[src/rtl/tlv5638_scheduler_if.sv]
// Sample/config offer and serializer handshake bundle for tlv5638_scheduler.
// The slave modport is the scheduler's view; master is the surrounding system.
interface tlv5638_scheduler_if;
  logic        a_valid;
  logic [11:0] a_data;
  logic        a_ready;
  logic        b_valid;
  logic [11:0] b_data;
  logic        b_ready;
  logic        cfg_valid;
  logic [1:0]  cfg_ref;
  logic        cfg_spd;
  logic        cfg_pwr;
  logic        cfg_ready;
  logic [15:0] wr_word;
  logic        wr_valid;
  logic        wr_ready;
  logic        init_done;
  logic        busy;

  modport master (
    output a_valid, a_data, b_valid, b_data,
    output cfg_valid, cfg_ref, cfg_spd, cfg_pwr, wr_ready,
    input  a_ready, b_ready, cfg_ready, wr_word, wr_valid, init_done, busy
  );

  modport slave (
    input  a_valid, a_data, b_valid, b_data,
    input  cfg_valid, cfg_ref, cfg_spd, cfg_pwr, wr_ready,
    output a_ready, b_ready, cfg_ready, wr_word, wr_valid, init_done, busy
  );
endinterface

[src/rtl/tlv5638_scheduler.sv]
// TLV5638 command scheduler: turns A/B samples and control rewrites into 16-bit DAC words.
// Macro TLV_SCHED_PAIR_EN: both-pending A/B go out as BUF then A; otherwise round-robin singles.
module tlv5638_scheduler #(
  parameter logic [1:0] INIT_REF = 2'b10,
  parameter logic       INIT_SPD = 1'b1,
  parameter logic       INIT_PWR = 1'b0
) (
  input  logic               clk,
  input  logic               rst,
  tlv5638_scheduler_if.slave bus
);
  typedef enum logic [2:0] {S_INIT, S_IDLE, S_CTRL, S_WB, S_WBUF, S_WA} state_t;

  state_t      state_q, state_d;
  logic        pend_a_q, pend_a_d, pend_b_q, pend_b_d, pend_cfg_q, pend_cfg_d;
  logic [11:0] a_data_q, a_data_d, b_data_q, b_data_d;
  logic [1:0]  new_ref_q, new_ref_d;
  logic        new_spd_q, new_spd_d, new_pwr_q, new_pwr_d;
  logic [1:0]  ref_q, ref_d;
  logic        spd_q, spd_d, pwr_q, pwr_d;
  logic        wr_valid_q, wr_valid_d, busy_q, busy_d, init_done_q, init_done_d;
  logic [15:0] wr_word_q, wr_word_d;
  logic        xfer;
`ifndef TLV_SCHED_PAIR_EN
  logic        rr_b_q, rr_b_d;  // next contested grant goes to B
`endif

  function automatic logic [15:0] ctrl_word(input logic sp, input logic pw, input logic [1:0] rf);
    return {1'b1, sp, pw, 1'b1, 10'b0, rf};
  endfunction

  function automatic logic [15:0] data_word(input logic d15, input logic d12, input logic sp,
                                            input logic pw, input logic [11:0] data);
    return {d15, sp, pw, d12, data};
  endfunction

  assign xfer = wr_valid_q & bus.wr_ready;

  always_comb begin
    state_d     = state_q;
    pend_a_d    = pend_a_q;
    pend_b_d    = pend_b_q;
    pend_cfg_d  = pend_cfg_q;
    a_data_d    = a_data_q;
    b_data_d    = b_data_q;
    new_ref_d   = new_ref_q;
    new_spd_d   = new_spd_q;
    new_pwr_d   = new_pwr_q;
    ref_d       = ref_q;
    spd_d       = spd_q;
    pwr_d       = pwr_q;
    wr_valid_d  = wr_valid_q;
    wr_word_d   = wr_word_q;
    init_done_d = init_done_q;
`ifndef TLV_SCHED_PAIR_EN
    rr_b_d      = rr_b_q;
`endif

    if (bus.a_valid && !pend_a_q) begin
      pend_a_d = 1'b1;
      a_data_d = bus.a_data;
    end
    if (bus.b_valid && !pend_b_q) begin
      pend_b_d = 1'b1;
      b_data_d = bus.b_data;
    end
    if (bus.cfg_valid && !pend_cfg_q) begin
      pend_cfg_d = 1'b1;
      new_ref_d  = bus.cfg_ref;
      new_spd_d  = bus.cfg_spd;
      new_pwr_d  = bus.cfg_pwr;
    end

    case (state_q)
      S_INIT: begin
        // Reset leaves wr_valid low, so the power-up word is loaded one cycle later
        if (!wr_valid_q) begin
          wr_valid_d = 1'b1;
          wr_word_d  = ctrl_word(INIT_SPD, INIT_PWR, INIT_REF);
        end else if (xfer) begin
          wr_valid_d  = 1'b0;
          init_done_d = 1'b1;
          state_d     = S_IDLE;
        end
      end
      S_IDLE: begin
        if (pend_cfg_q) begin
          state_d    = S_CTRL;
          wr_valid_d = 1'b1;
          wr_word_d  = ctrl_word(new_spd_q, new_pwr_q, new_ref_q);
        end else if (pend_a_q && pend_b_q) begin
          wr_valid_d = 1'b1;
`ifdef TLV_SCHED_PAIR_EN
          state_d    = S_WBUF;
          wr_word_d  = data_word(1'b0, 1'b1, spd_q, pwr_q, b_data_q);
`else
          rr_b_d = ~rr_b_q;
          if (rr_b_q) begin
            state_d   = S_WB;
            wr_word_d = data_word(1'b0, 1'b0, spd_q, pwr_q, b_data_q);
          end else begin
            state_d   = S_WA;
            wr_word_d = data_word(1'b1, 1'b0, spd_q, pwr_q, a_data_q);
          end
`endif
        end else if (pend_a_q) begin
          state_d    = S_WA;
          wr_valid_d = 1'b1;
          wr_word_d  = data_word(1'b1, 1'b0, spd_q, pwr_q, a_data_q);
        end else if (pend_b_q) begin
          state_d    = S_WB;
          wr_valid_d = 1'b1;
          wr_word_d  = data_word(1'b0, 1'b0, spd_q, pwr_q, b_data_q);
        end
      end
      S_CTRL: begin
        if (xfer) begin
          ref_d      = new_ref_q;
          spd_d      = new_spd_q;
          pwr_d      = new_pwr_q;
          pend_cfg_d = 1'b0;
          wr_valid_d = 1'b0;
          state_d    = S_IDLE;
        end
      end
      S_WB: begin
        if (xfer) begin
          pend_b_d   = 1'b0;
          wr_valid_d = 1'b0;
          state_d    = S_IDLE;
        end
      end
      S_WBUF: begin
        // A follows the buffer word with no gap so both outputs update together
        if (xfer) begin
          pend_b_d  = 1'b0;
          wr_word_d = data_word(1'b1, 1'b0, spd_q, pwr_q, a_data_q);
          state_d   = S_WA;
        end
      end
      S_WA: begin
        if (xfer) begin
          pend_a_d   = 1'b0;
          wr_valid_d = 1'b0;
          state_d    = S_IDLE;
        end
      end
      default: begin
        state_d    = S_INIT;
        wr_valid_d = 1'b0;
      end
    endcase

    busy_d = (state_d != S_IDLE);
  end

  always_ff @(posedge clk or negedge rst) begin
    if (!rst) begin
      state_q     <= S_INIT;
      pend_a_q    <= 1'b0;
      pend_b_q    <= 1'b0;
      pend_cfg_q  <= 1'b0;
      a_data_q    <= '0;
      b_data_q    <= '0;
      new_ref_q   <= INIT_REF;
      new_spd_q   <= INIT_SPD;
      new_pwr_q   <= INIT_PWR;
      ref_q       <= INIT_REF;
      spd_q       <= INIT_SPD;
      pwr_q       <= INIT_PWR;
      wr_valid_q  <= 1'b0;
      wr_word_q   <= '0;
      busy_q      <= 1'b0;
      init_done_q <= 1'b0;
`ifndef TLV_SCHED_PAIR_EN
      rr_b_q      <= 1'b0;
`endif
    end else begin
      state_q     <= state_d;
      pend_a_q    <= pend_a_d;
      pend_b_q    <= pend_b_d;
      pend_cfg_q  <= pend_cfg_d;
      a_data_q    <= a_data_d;
      b_data_q    <= b_data_d;
      new_ref_q   <= new_ref_d;
      new_spd_q   <= new_spd_d;
      new_pwr_q   <= new_pwr_d;
      ref_q       <= ref_d;
      spd_q       <= spd_d;
      pwr_q       <= pwr_d;
      wr_valid_q  <= wr_valid_d;
      wr_word_q   <= wr_word_d;
      busy_q      <= busy_d;
      init_done_q <= init_done_d;
`ifndef TLV_SCHED_PAIR_EN
      rr_b_q      <= rr_b_d;
`endif
    end
  end

  assign bus.a_ready   = ~pend_a_q;
  assign bus.b_ready   = ~pend_b_q;
  assign bus.cfg_ready = ~pend_cfg_q;
  assign bus.wr_valid  = wr_valid_q;
  assign bus.wr_word   = wr_word_q;
  assign bus.busy      = busy_q;
  assign bus.init_done = init_done_q;
endmodule

[src/flat_wrapper.sv]
// flat-port wrapper written by rule: the top's interface ports become plain ports
module tlv5638_scheduler_flat 
#(
  parameter logic [1:0] INIT_REF = 2'b10,
  parameter logic       INIT_SPD = 1'b1,
  parameter logic       INIT_PWR = 1'b0
)
  (clk, rst, bus_a_valid, bus_a_data, bus_b_valid, bus_b_data, bus_cfg_valid, bus_cfg_ref, bus_cfg_spd, bus_cfg_pwr, bus_wr_ready, bus_a_ready, bus_b_ready, bus_cfg_ready, bus_wr_word, bus_wr_valid, bus_init_done, bus_busy);
  tlv5638_scheduler_if bus_i ();
  input  logic clk;
  input  logic rst;
  input wire logic [$bits(bus_i.a_valid)-1:0] bus_a_valid;
  input wire logic [$bits(bus_i.a_data)-1:0] bus_a_data;
  input wire logic [$bits(bus_i.b_valid)-1:0] bus_b_valid;
  input wire logic [$bits(bus_i.b_data)-1:0] bus_b_data;
  input wire logic [$bits(bus_i.cfg_valid)-1:0] bus_cfg_valid;
  input wire logic [$bits(bus_i.cfg_ref)-1:0] bus_cfg_ref;
  input wire logic [$bits(bus_i.cfg_spd)-1:0] bus_cfg_spd;
  input wire logic [$bits(bus_i.cfg_pwr)-1:0] bus_cfg_pwr;
  input wire logic [$bits(bus_i.wr_ready)-1:0] bus_wr_ready;
  output wire logic [$bits(bus_i.a_ready)-1:0] bus_a_ready;
  output wire logic [$bits(bus_i.b_ready)-1:0] bus_b_ready;
  output wire logic [$bits(bus_i.cfg_ready)-1:0] bus_cfg_ready;
  output wire logic [$bits(bus_i.wr_word)-1:0] bus_wr_word;
  output wire logic [$bits(bus_i.wr_valid)-1:0] bus_wr_valid;
  output wire logic [$bits(bus_i.init_done)-1:0] bus_init_done;
  output wire logic [$bits(bus_i.busy)-1:0] bus_busy;
  assign bus_i.a_valid = bus_a_valid;
  assign bus_i.a_data = bus_a_data;
  assign bus_i.b_valid = bus_b_valid;
  assign bus_i.b_data = bus_b_data;
  assign bus_i.cfg_valid = bus_cfg_valid;
  assign bus_i.cfg_ref = bus_cfg_ref;
  assign bus_i.cfg_spd = bus_cfg_spd;
  assign bus_i.cfg_pwr = bus_cfg_pwr;
  assign bus_i.wr_ready = bus_wr_ready;
  assign bus_a_ready = bus_i.a_ready;
  assign bus_b_ready = bus_i.b_ready;
  assign bus_cfg_ready = bus_i.cfg_ready;
  assign bus_wr_word = bus_i.wr_word;
  assign bus_wr_valid = bus_i.wr_valid;
  assign bus_init_done = bus_i.init_done;
  assign bus_busy = bus_i.busy;
  tlv5638_scheduler #(.INIT_REF(INIT_REF), .INIT_SPD(INIT_SPD), .INIT_PWR(INIT_PWR)) u_core (.clk(clk), .rst(rst), .bus(bus_i));
endmodule
[config.mk]
export PLATFORM = sky130hd
export DESIGN_NAME = tlv5638_scheduler_flat
export DESIGN_NICKNAME = d
export VERILOG_FILES = /design/src/rtl/tlv5638_scheduler_if.sv /design/src/rtl/tlv5638_scheduler.sv /design/src/flat_wrapper.sv
export SDC_FILE = /design/constraint.sdc
export NUM_CORES = 1
export LEC_CHECK = 0
export ABC_AREA = 1
export CAP_MARGIN = 25
export CELL_PAD_IN_SITES_DETAIL_PLACEMENT = 0
export CELL_PAD_IN_SITES_GLOBAL_PLACEMENT = 1
export CORE_ASPECT_RATIO = 0.6
export CORE_MARGIN = 4
export CORE_UTILIZATION = 30
export DETAILED_ROUTE_END_ITERATION = 6
export PLACE_DENSITY_LB_ADDON = 0.15
export RECOVER_POWER = 25
export SYNTH_ARGS = -nofsm -noshare
export SYNTH_HDL_FRONTEND = slang
export SYNTH_SLANG_ARGS = --single-unit
[constraint.sdc]
create_clock -name clk -period 1.52 [get_ports clk]
set_clock_uncertainty 0.05 [all_clocks]
set_input_delay 0.38 -clock clk [delete_from_list [all_inputs] [get_ports clk]]
set_output_delay 0.38 -clock clk [all_outputs]
set_load 0.005 [all_outputs]
Word-level counts from Yosys, hierarchy flattened
Cells that the tools add are included.
{"block": "word_totals", "ff_bits": 56, "latch_bits": 0, "mem_bits_rw": 0, "romBits": 0, "input_bits": 34, "output_inout_bits": 22, "wordCells": 82, "mem_count": 0}
{"block": "classes", "add_sub_neg": 0, "mul": 0, "n_div": 0, "n_lt_le_gt_ge": 0, "eq_ne": 10, "shift": 0, "mux": 34, "bitwise": 6, "n_reduce_logical": 16}
{"operator": "two-way mux 16 bit", "n": 7}
{"operator": "one-hot mux 16 bit (3 select lines)", "n": 1}
{"operator": "two-way mux 3 bit", "n": 8}
{"operator": "two-way mux 1 bit", "n": 16}
{"operator": "one-hot mux 3 bit (4 select lines)", "n": 1}
{"operator": "AND reduction 3 bit", "n": 3}
{"operator": "equality test 3 x 2 -> 1 bit (second input constant)", "n": 2}
{"operator": "equality test 3 bit (second input constant)", "n": 2}
{"operator": "inequality test 5 x 1 -> 1 bit (second input constant)", "n": 1}
{"operator": "NOT 1 bit", "n": 5}
{"operator": "logical AND 1 bit", "n": 4}
{"operator": "inequality test 2 x 1 -> 1 bit (second input constant)", "n": 2}
{"operator": "one-hot mux 1 bit (4 select lines)", "n": 1}
{"operator": "AND reduction 4 bit", "n": 1}
{"operator": "equality test 3 x 1 -> 1 bit (second input constant)", "n": 1}
{"operator": "logical NOT 1 bit", "n": 3}
{"operator": "logical NOT 3 bit", "n": 1}
{"operator": "inequality test 3 x 1 -> 1 bit (second input constant)", "n": 1}
{"operator": "nonzero test 3 bit", "n": 1}
{"operator": "OR reduction 3 bit", "n": 1}
{"operator": "inequality test 2 bit (second input constant)", "n": 1}
{"operator": "AND reduction 2 bit", "n": 1}
{"operator": "OR reduction 2 bit", "n": 1}
{"operator": "AND 1 bit", "n": 1}

Logic depth before layout (Yosys ltp)
Gate-level depths: netlist (run 1).
{"block": "logic_depth", "ltp_word": 6, "ltp_mapped": 10, "ltp_nobuf": 9}

Least setup slack after synthesis (run 1)
No wires, ideal clock.
{"block": "synth_path", "path_kind": "register to register", "startpoint": "register u_core.state_q[2]", "endpoint": "register u_core.wr_word_q[10] (netlist: u_core.bus.wr_word[10])", "setup_ps": 116, "arrival_time_ps": 1217, "required_time_ps": 1354, "path_slack_ps": 136, "stages_incl_launch_ff": 10, "n_path_buf": 1, "synth_period_minus_slack_ps": 1384, "path_cell_list": "dfrtp_1 -> inv_2 -> nand3_4 -> inv_2 -> nand2_2 -> nor2_2 -> nor2_4 -> buf_6 -> nand2_1 -> nand2_1"}
{"block": "synth_via", "elab_chain_len": 3, "word_cells_on_any_way": 9, "cone_classes": "eq/ne (5); mux (1); reduce/logical (3)"}
{"item": "from (decl)", "line_no": "tlv5638_scheduler.sv:14", "source": "state_t state_q, state_d;"}
{"item": "from (signal assigned)", "line_no": "tlv5638_scheduler.sv:179", "source": "state_q <= state_d;"}
{"item": "equality test 3 x 1 -> 1 bit (tied with other cells)", "line_no": "tlv5638_scheduler.sv:74", "source": "case (state_q)"}
{"item": "inequality test 5 x 1 -> 1 bit (no source line) (tied with other cells)"}
{"item": "AND reduction 4 bit (no source line)"}
{"item": "to (signal assigned)", "line_no": "tlv5638_scheduler.sv:192", "source": "wr_word_q <= wr_word_d;"}
{"item": "to (decl)", "line_no": "tlv5638_scheduler.sv:22", "source": "logic [15:0] wr_word_q, wr_word_d;"}
Several ways; a longest one is shown, not always the timed one.
A chain may end at the register's enable or synchronous reset.

Final worst setup path (run 1)
{"block": "layout_path", "startpoint": "register u_core.state_q[1]", "endpoint": "register u_core.wr_word_q[2] (netlist: u_core.bus.wr_word[2])"}
The elaborated chain is that of the path after synthesis.

==> results of run 1 <==
==> per-layer routing <==
layer | part of all wire (%) | wire (um) | vias up | track usage, %
met5 | 0 | 0 | - | 0
li1 | - | - | 1219 | -
met4 | 0.59 | 45 | 0 | 3.18
met1 | 58 | 4420 | 1080 | 24.7
met2 | 37 | 2790 | 49 | 17.7
met3 | 5.1 | 390 | 5 | 2.73
==> metrics by stage <==
step                area, um2  hold WS (ns)  worst slack [ns]  utilization (%)  cells
finish                   4000         0.412            0.0315             46.4    534
global route             4000         0.447           -0.0389             46.4    534
CTS                      3830         0.422           0.00663             44.4    525
detailed placement       3610         0.267            -0.195             41.9    504
global placement         3610         0.275            -0.194             41.9    504
floorplan                2700        0.0344             0.136                -    318
==> worst reg2reg max path, cell delays in order (launching register included) <==
cell and delay, ns:
dfrtp_2 0.44, inv_4 0.10, nand3_4 0.12, nor2_4 0.23
nand3_4 0.11, nand3_4 0.12, clkbuf_16 0.17, nand2_1 0.05
nand2_1 0.05
==> final cells by class <==
cell class,instances,area share [%]
inverter,31,3.04
clock inverter,2,0.313
tap,112,3.50
sequential,56,35.2
timing repair buffer,106,25.3
multi-input combinational,222,29.5
clock buffer,5,3.13
==> what timing repair did <==
| item | 4_1_cts | 5_1_grt |
|---|---|---|
| resized for setup | 24 | 24 |
| buffers inserted | 13 | 7 |
| pin swaps | 0 | 14 |
| setup endpoints to repair | 22 | 20 |
| endpoints found under the hold margin | 12 | 0 |
| hold buffers | 1 | 0 |
| cloned | 0 | 2 |
==> registers in the layout (all words and copies together) (netlist names) <==
name and count:
u_core.b_data_q 12, u_core.bus.busy 1, u_core.pend_cfg_q 1, u_core.pwr_q 1, u_core.new_spd_q 1, u_core.bus.wr_valid 1
u_core.pend_a_q 1, u_core.bus.wr_word 16, u_core.bus.init_done 1, u_core.rr_b_q 1, u_core.state_q 3, u_core.spd_q 1
u_core.pend_b_q 1, u_core.new_pwr_q 1, u_core.a_data_q 12, u_core.new_ref_q 2
==> cell families after synthesis <==
| group | synth area share, % |
|---|---|
| AND/OR/NAND/NOR | 27.1 |
| flip-flops | 52.1 |
| buffers and inverters | 6.45 |
| AO/OA/AOI/OAI | 8.58 |
| multiplexers | 5.43 |
| XOR/XNOR | 0.325 |
==> power groups by stage <==
stage | Sequential, mW | Clock (mW) | Combinational [mW]
after floorplan | 2.26 | 0 | 1.39
after global placement | 2.29 | 0 | 2.51
after detailed placement | 2.29 | 0 | 2.54
after CTS | 2.25 | 1.16 | 2.58
after global routing | 2.32 | 1.22 | 3.24
final | 2.26 | 1.13 | 2.94
==> cell usage in the layout, fill, tap and decap left out, types with 6 or more instances in the layout <==
cell type	count
a21oi_1	17
buf_4	40
clkbuf_16	7
clkdlybuf4s50_1	31
dfrtp_1	51
dlygate4sd2_1	22
inv_1	24
mux2_2	13
nand2_1	111
nand2_2	12
nand3_1	6
nor2_1	24
o211ai_1	12
==> worst max path at each step <==
stage / end / cells past startpoint / slack (ns)
floorplan: u_core.bus.wr_word[10] / 9 / 0.14
global placement: u_core.pwr_q / 6 / -0.19
detailed placement: u_core.pwr_q / 6 / -0.20
CTS: u_core.bus.wr_word[1] / 8 / 0.007
global route: u_core.bus.wr_word[6] / 8 / -0.04
finish: u_core.bus.wr_word[2] / 8 / 0.03
==> impl_metrics.toml, run 1 <==
[clock_network]
root_buffer = "clkbuf_16"
clock_sink_count = 56
worstSkewPairLatency_ns = 0.29
cts_max_path_buffers = 2
cts_tree = "done"
path_clk_slew_ns = 0.07
cts-buffers-inserted = 5
number_of_h_tree_levels = 2

[die]
row_count = 26
fp.dieW_um = 130
coreArea_um2 = 8620
boundaryPins = 56
initial_utilization_pct = 31.3
die_h_um = 81.4
die-area_um2 = 10600

[sta]
worst-slew-pin-transition_ns = 0.383
fmax_mhz = 672
report.final.hold_viol_count = 0
report.final.slew_viol_count = 0
max_slew_margin_pct = 74.5
final-setup-viol-count = 0
finalSetupTns_ns = 0
fin_crit_sh_pct = 97.9
rsz0062_at_grt = "true"
finalWorstPathRequiredPeriod_ns = 1.49

[worst_setup_path]
crit_top_cell = "nand3_4"
critical_path.cell_chain = "inv_4, nand3_4, nor2_4, nand3_4, nand3_4, clkbuf_16, nand2_1, nand2_1"
cp.required_ns = 1.70
regToRegStartpoint = "u_core.state_q[1]"
register_to_register_path_depth = 8
worstPathArrival_ns = 1.67
timing.critical_path.from_type = "flip-flop"
critPathTopFamily = "simple AND/OR/NAND/NOR gates"
critPathBufInv = 2
crit_path_max_incr_delay_ns = 0.44
critical-path-slowest-cell = "dfrtp_2"
reg2reg_to = "u_core.bus.wr_word[2]"
cp-end-kind = "flip-flop"
startpoint = "u_core.state_q[1]"
critical_path_peak_fanout = 8
setup.reg_to_reg.worst_slack_ns = 0.03
critPathKind = "flip-flop to flip-flop"

[power]
p_sw_share_pct = 36.8
pwr-share-comb_pct = 46.3
clkPwrFrac_pct = 17.9
power.share.sequential_pct = 35.7
power.ir.vdd_worst_uv = 467
p_int_mw = 4.00
power_density_nw_per_um2 = 1580
report.power.total_mw = 6.33
switching_power_mw = 2.33
total_leakage_power_nw = 2.07

[placed_design]
i_o_buffers = 55
gpl.final_weighted_congestion = 0.791
dp_hpwl_um = 5390

[grt]
grt_antenna_before_repair = 0
sum_of_overflow_across_all_layers_after_global_routing = 0
grt_first_pass_wirelength_um = 11700
grt_util_all_layers_pct = 14.4
pin_count_of_the_biggest_net_entering_global_routing = 30
grt_pass1_vias = 2249

[run]
max-cap-violations = 0

[routing]
vias = 2353
drt_iter0_drc = 155
avgRoutedWirePerCell_um = 14.3
detail-route-antenna-nets = 0
avgViaCountPerCell = 4.41
drt_pre_antenna_iters = 5
routed_wl_um = 7650
drc_errors = 0

[synth]
synthesis.area_per_instance_um2 = 8.48
postSynthNetCount = 352
post_synth_edffs = 0
summed_instance_area_of_the_synthesized_netlist_um2 = 2700
ys_seq_elements = 56
synth.lib_cells_used.distinct = 28
synthCells = 318
synth-async-reset-ratio_pct = 100
synthTopCellsByArea = "dfrtp_1 49%, nand2_1 17%, mux2_2 5.4%"
synth_seq_area_share_pct = 52.1
yosysWarningCount = 0
synthFlopType = "dfrtp_1"
synth_largest_area_cell = "dfrtp_1"
post-synth-top-area-fraction_pct = 49.2
synthMostInstantiatedCell = "nand2_1"
synth_common_cells = "121 x nand2_1, 53 x dfrtp_1, 26 x inv_1"

[min_path]
worst_hold_startpoint = "u_core.bus.init_done"
worstHoldPathCells = 2
worstHoldEndpoint = "u_core.bus.init_done"
hp-class = "flip-flop to flip-flop"

[cells_and_area]
n_antenna_cell = 0
share_of_layout_cells_above_drive_strength_1_pct = 25.6
num-nets-final = 456
synthesis_to_finish_area_growth_pct = 48.3
multi_input_area_um2 = 1180
fillerInstances = 869
ff_latch_area_um2 = 1410

[run_status]
run_status = "finished clean"
No activity file was read; power rests on OpenSTA's default activity.
==> run 2: changes to the inputs <==
--- a/config.mk
+++ b/config.mk
@@ -14,6 +14,8 @@
 export CORE_UTILIZATION = 30
 export DETAILED_ROUTE_END_ITERATION = 6
+export HOLD_SLACK_MARGIN = 0.03
 export PLACE_DENSITY_LB_ADDON = 0.15
 export RECOVER_POWER = 25
+export SETUP_SLACK_MARGIN = 0.5
 export SYNTH_ARGS = -nofsm -noshare
 export SYNTH_HDL_FRONTEND = slang
--- a/constraint.sdc
+++ b/constraint.sdc
@@ -3,3 +3,3 @@
 set_input_delay 0.38 -clock clk [delete_from_list [all_inputs] [get_ports clk]]
 set_output_delay 0.38 -clock clk [all_outputs]
-set_load 0.005 [all_outputs]
+set_load 0.1 [all_outputs]
==> impl_metrics.toml, run 2 (synthesis results as in run 1) <==
[cells_and_area]
synthesis_to_finish_area_growth_pct = 84.6
share_of_layout_cells_above_drive_strength_1_pct = 51.5
layout_commonest_cell = "nand2_1"
mostFrequentLayoutCells = "94 x nand2_1, 29 x clkdlybuf4s50_1, 29 x dfrtp_1, 28 x buf_6"
largest_register_ffs = 16
num-nets-final = 468
postLayoutCoreUtil_pct = 57.8
n_antenna_cell = 0
finish.cell_count_without_fillers = 547

[min_path]
hp-class = "primary input to async pin"

[sta]
max_slew_margin_pct = 47.3
report.final.hold_viol_count = 0
finalSetupTns_ns = 0
fmax_mhz = 659
final-setup-viol-count = 0
rsz0062_at_grt = "true"
worst-slew-pin-transition_ns = 0.790
finalWorstPathRequiredPeriod_ns = 1.52
report.final.slew_viol_count = 0
fin_crit_sh_pct = 99.8

[routing]
avgRoutedWirePerCell_um = 15.3
routed_wl_um = 8370
avgViaCountPerCell = 4.59
drc_errors = 0
detail-route-antenna-nets = 0
vias = 2511
drt_pre_antenna_iters = 4
drt_iter0_drc = 165

[clock_network]
cts-buffers-inserted = 5
worstSkewPairLatency_ns = 0.29
cts_tree = "done"
hold_buffers = 0
root_buffer = "clkbuf_16"
cts_max_path_buffers = 2
clock_sink_count = 56
path_clk_slew_ns = 0.07
number_of_h_tree_levels = 2

[run]
max-cap-violations = 0

[grt]
sum_of_overflow_across_all_layers_after_global_routing = 0
grt_antenna_before_repair = 0
pin_count_of_the_biggest_net_entering_global_routing = 57
grt_pass1_vias = 2424
grt_util_all_layers_pct = 16.0
grt_first_pass_wirelength_um = 13000

[power]
power_density_nw_per_um2 = 1780
total_leakage_power_nw = 2.28
power.ir.vdd_worst_uv = 1090

[worst_setup_path]
cp-endpoint = "bus_cfg_ready"
regToRegStartpoint = "u_core.state_q[1]"
reg2reg_to = "u_core.bus.wr_word[6]"
startpoint = "u_core.pend_cfg_q"
crit_path_max_incr_delay_ns = 0.43
timing.critical_path.from_type = "flip-flop"
cp.required_ns = 1.09
register_to_register_path_depth = 7
critPathKind = "flip-flop to primary output"
critical-path-slowest-cell = "dfrtp_2"
worstPathArrival_ns = 1.09
critical_path.cell_chain = "clkinvlp_4, buf_6, buf_12"
critPathTopFamily = "flip-flops"
critPathBufInv = 3
cp_num_cells = 3
cp-end-kind = "primary output"
critical_path_peak_fanout = 2
setup.reg_to_reg.worst_slack_ns = 0.04

[die]
die-area_um2 = 10600
fp.dieW_um = 130
die_h_um = 81.4
initial_utilization_pct = 31.3
coreArea_um2 = 8620
boundaryPins = 56
row_count = 26

[placed_design]
dpl.cell_count = 500
i_o_buffers = 55
gpl.final_weighted_congestion = 0.880
dp_hpwl_um = 5540

[run_status]
run_status = "finished clean"
## run 2: cell count changes in the layout (fill, tap and decap cells not counted), sizes merged
| cell | delta |
|---|---|
| nand3 | +1 |
| dlygate4sd3 | -2 |
| inv | -3 |
| clkbuf | -1 |
| clkdlybuf4s50 | -2 |
| bufinv | +1 |
| buf | +33 |
| nand2 | +3 |
| dlygate4sd2 | -20 |
| clkdlybuf4s15 | +1 |
| clkinvlp | +2 |
## run 2: area by class of cell
| class | count | area [um2] |
|---|---|---|
| clock inverter | 2 | 38.8 |
| fill | 738 | 3640 |
| timing repair buffer | 114 | 1360 |
| multi-input combinational | 226 | 1670 |
| inverter | 31 | 143 |
| sequential | 56 | 1480 |
| tap | 112 | 140 |
| clock buffer | 6 | 139 |
## run 2: what timing repair did
action / in CTS / in global routing
resized for setup: 102 / 42
setup buffers: 22 / 12
setup endpoints to repair: 78 / 78
cloned: 4 / 1
pin swaps: 29 / 20
## run 2: worst min-delay path by stage
| stage | from | endpoint | slack [ns] | cells after the start |
|---|---|---|---|---|
| floorplan | rst | u_core.a_data_q[0] | 0.03 | 0 |
| detailed placement | rst | u_core.bus.wr_valid | 0.36 | 2 |
| global route | rst | u_core.bus.init_done | 0.31 | 2 |
| finish | rst | u_core.bus.init_done | 0.20 | 2 |
| CTS | rst | u_core.b_data_q[0] | 0.04 | 2 |
| global placement | rst | u_core.bus.init_done | 0.36 | 2 |
## run 2: power breakdown
group | total (mW) | switching (mW) | internal (mW)
clock network | 1.37 | 0.545 | 0.827
registers | 2.47 | 0.391 | 2.07
logic | 5.05 | 2.92 | 2.13
## run 2: stage by stage
stage	cell area [um2]	setup WS (ns)	power (mW)	hold slack [ns]
2_1_floorplan	2930	-0.298	4.90	0.0344
3_3_place_gp	3960	-0.171	6.35	0.358
3_5_place_dp	3960	-0.232	6.40	0.358
4_1_cts	4720	-0.00651	8.54	0.0386
5_1_grt	4980	-0.0268	9.35	0.310
6_report	4980	0.00310	8.89	0.196
## run 2: routing by layer
metal | routed length [um] | GRT usage, %
met1 | 4550 | 25.6
met2 | 3430 | 22.1
met3 | 312 | 3.05
met4 | 75 | 3.39
met5 | 0 | 0
==> run 3: changes to the inputs <==
Settings changed: PLACE_DENSITY set to 0.71, PLACE_DENSITY_LB_ADDON 0.15 to unset.
==> impl_metrics.toml, run 3 (synthesis results as in run 1) <==
[worst_setup_path]
critPathKind = "flip-flop to primary output"
worstPathArrival_ns = 1.08
critical_path_peak_fanout = 2
critical_path.cell_chain = "clkinvlp_4, buf_6, buf_12"
cp-end-kind = "primary output"
cp.required_ns = 1.09
critical-path-slowest-cell = "dfrtp_2"
critPathTopFamily = "flip-flops"
reg2reg_to = "u_core.bus.wr_word[2]"
setup.reg_to_reg.worst_slack_ns = 0.04
critPathBufInv = 3
timing.critical_path.from_type = "flip-flop"
regToRegStartpoint = "u_core.pend_a_q"
crit_path_max_incr_delay_ns = 0.43
register_to_register_path_depth = 10

[sta]
report.final.hold_viol_count = 0
max_slew_margin_pct = 48.8
finalWorstPathRequiredPeriod_ns = 1.51
worst-slew-pin-transition_ns = 0.769
final-setup-viol-count = 0
setup_slack_ns = 0.00992
rsz0062_at_grt = "true"
fin_crit_sh_pct = 99.3
fmax_mhz = 662
report.final.slew_viol_count = 0

[grt]
sum_of_overflow_across_all_layers_after_global_routing = 0
grt_first_pass_wirelength_um = 13900
pin_count_of_the_biggest_net_entering_global_routing = 57
grt_util_all_layers_pct = 17.1
grt_pass1_vias = 2603
grt_antenna_before_repair = 0

[placed_design]
dp_hpwl_um = 5390
gpl.final_weighted_congestion = 0.813
dpl_worst_slack_ns = -0.199
i_o_buffers = 55
post_dp_cell_area_um2 = 3950
dpl.cell_count = 500

[clock_network]
clock_sink_count = 56
cts-buffers-inserted = 5
worstSkewPairLatency_ns = 0.29
number_of_h_tree_levels = 2
path_clk_slew_ns = 0.07
cts_max_path_buffers = 2
root_buffer = "clkbuf_16"
hold_buffers = 0
cts_tree = "done"

[routing]
highest-signal-layer = "met4"
drt_iter0_drc = 148
routed_wl_um = 8960
vias = 2592
drt_pre_antenna_iters = 4
avgViaCountPerCell = 4.71
met2_wirelength_um = 3970
drc_errors = 0
m1WireLength_um = 4460
wl_met3_um = 453
detail-route-antenna-nets = 0
avgRoutedWirePerCell_um = 16.3

[cells_and_area]
postLayoutCoreUtil_pct = 58.9
fillerInstances = 714
mostFrequentLayoutCells = "88 x nand2_1, 29 x clkdlybuf4s50_1, 29 x dfrtp_1, 27 x buf_6, 27 x buf_4"
synthesis_to_finish_area_growth_pct = 88.2
layout.cell_area.non_filler_um2 = 5070
num-nets-final = 471
layout_commonest_cell = "nand2_1"
n_antenna_cell = 0
finish.cell_count_without_fillers = 550
largest_register_ffs = 16
share_of_layout_cells_above_drive_strength_1_pct = 53.7

[min_path]
hp-class = "primary input to async pin"

[power]
power.ir.vdd_worst_uv = 1330
clkPwrFrac_pct = 13.1
pwr-share-comb_pct = 59.8
report.power.total_mw = 9.09
power.share.sequential_pct = 27.1
total_leakage_power_nw = 2.29
p_int_mw = 5.05
switching_power_mw = 4.04
p_sw_share_pct = 44.4
power_density_nw_per_um2 = 1790

[die]
row_count = 26
die_h_um = 81.4
coreArea_um2 = 8620
initial_utilization_pct = 31.3
fp.dieW_um = 130
die-area_um2 = 10600
boundaryPins = 56

[run]
max-cap-violations = 0

[run_status]
run_status = "finished clean"
-- run 3: cell type report --
class | count | area [um2] | area share (%)
Multi-Input combinational cell | 226 | 1740 | 34.4
Sequential cell | 56 | 1480 | 29.2
Timing Repair Buffer | 117 | 1420 | 27.9
Clock buffer | 7 | 143 | 2.81
Inverter | 31 | 143 | 2.81
Tap cell | 112 | 140 | 2.76
Clock inverter | 1 | 7.51 | 0.148
-- run 3: worst max path at each step --
stage / startpoint / endpoint / cells past startpoint
after floorplan: u_core.pend_a_q / u_core.a_data_q[0] / 4
after global placement: bus_wr_ready / u_core.bus.wr_word[5] / 8
after detailed placement: bus_wr_ready / u_core.bus.wr_word[5] / 8
after CTS: u_core.pend_cfg_q / bus_cfg_ready / 3
after global routing: u_core.state_q[1] / u_core.bus.wr_word[12] / 7
final: u_core.pend_cfg_q / bus_cfg_ready / 3
-- run 3: routing by layer --
layer,up-vias,global-route usage (%)
li1,1260,-
met2,63,24.2
met3,8,4.87
met5,-,0
met1,1261,26.2
met4,0,2.77
-- run 3: power by group through the flow --
| stage | Sequential, mW | Clock [mW] | Combinational, mW |
|---|---|---|---|
| finish | 2.47 | 1.19 | 5.44 |
| global placement | 2.46 | 0 | 3.83 |
| global route | 2.52 | 1.29 | 5.74 |
| detailed placement | 2.47 | 0 | 3.87 |
| CTS | 2.46 | 1.21 | 5.02 |
| floorplan | 3.23 | 0 | 1.67 |
-- run 3: what timing repair did --
item / in CTS / in global routing
resized for setup: 117 / 46
gates cloned: 6 / 0
pin swaps: 57 / 17
setup buffers: 27 / 9
setup endpoints to repair: 78 / 78
-- run 3: per-stage QoR --
stage	setup TNS (ns)	hold slack, ns
final	0	0.206
after global routing	-0.502	0.288
after CTS	0	0.0447
after detailed placement	-4.55	0.354
after global placement	-3.84	0.352
after floorplan	-7.44	0.0344
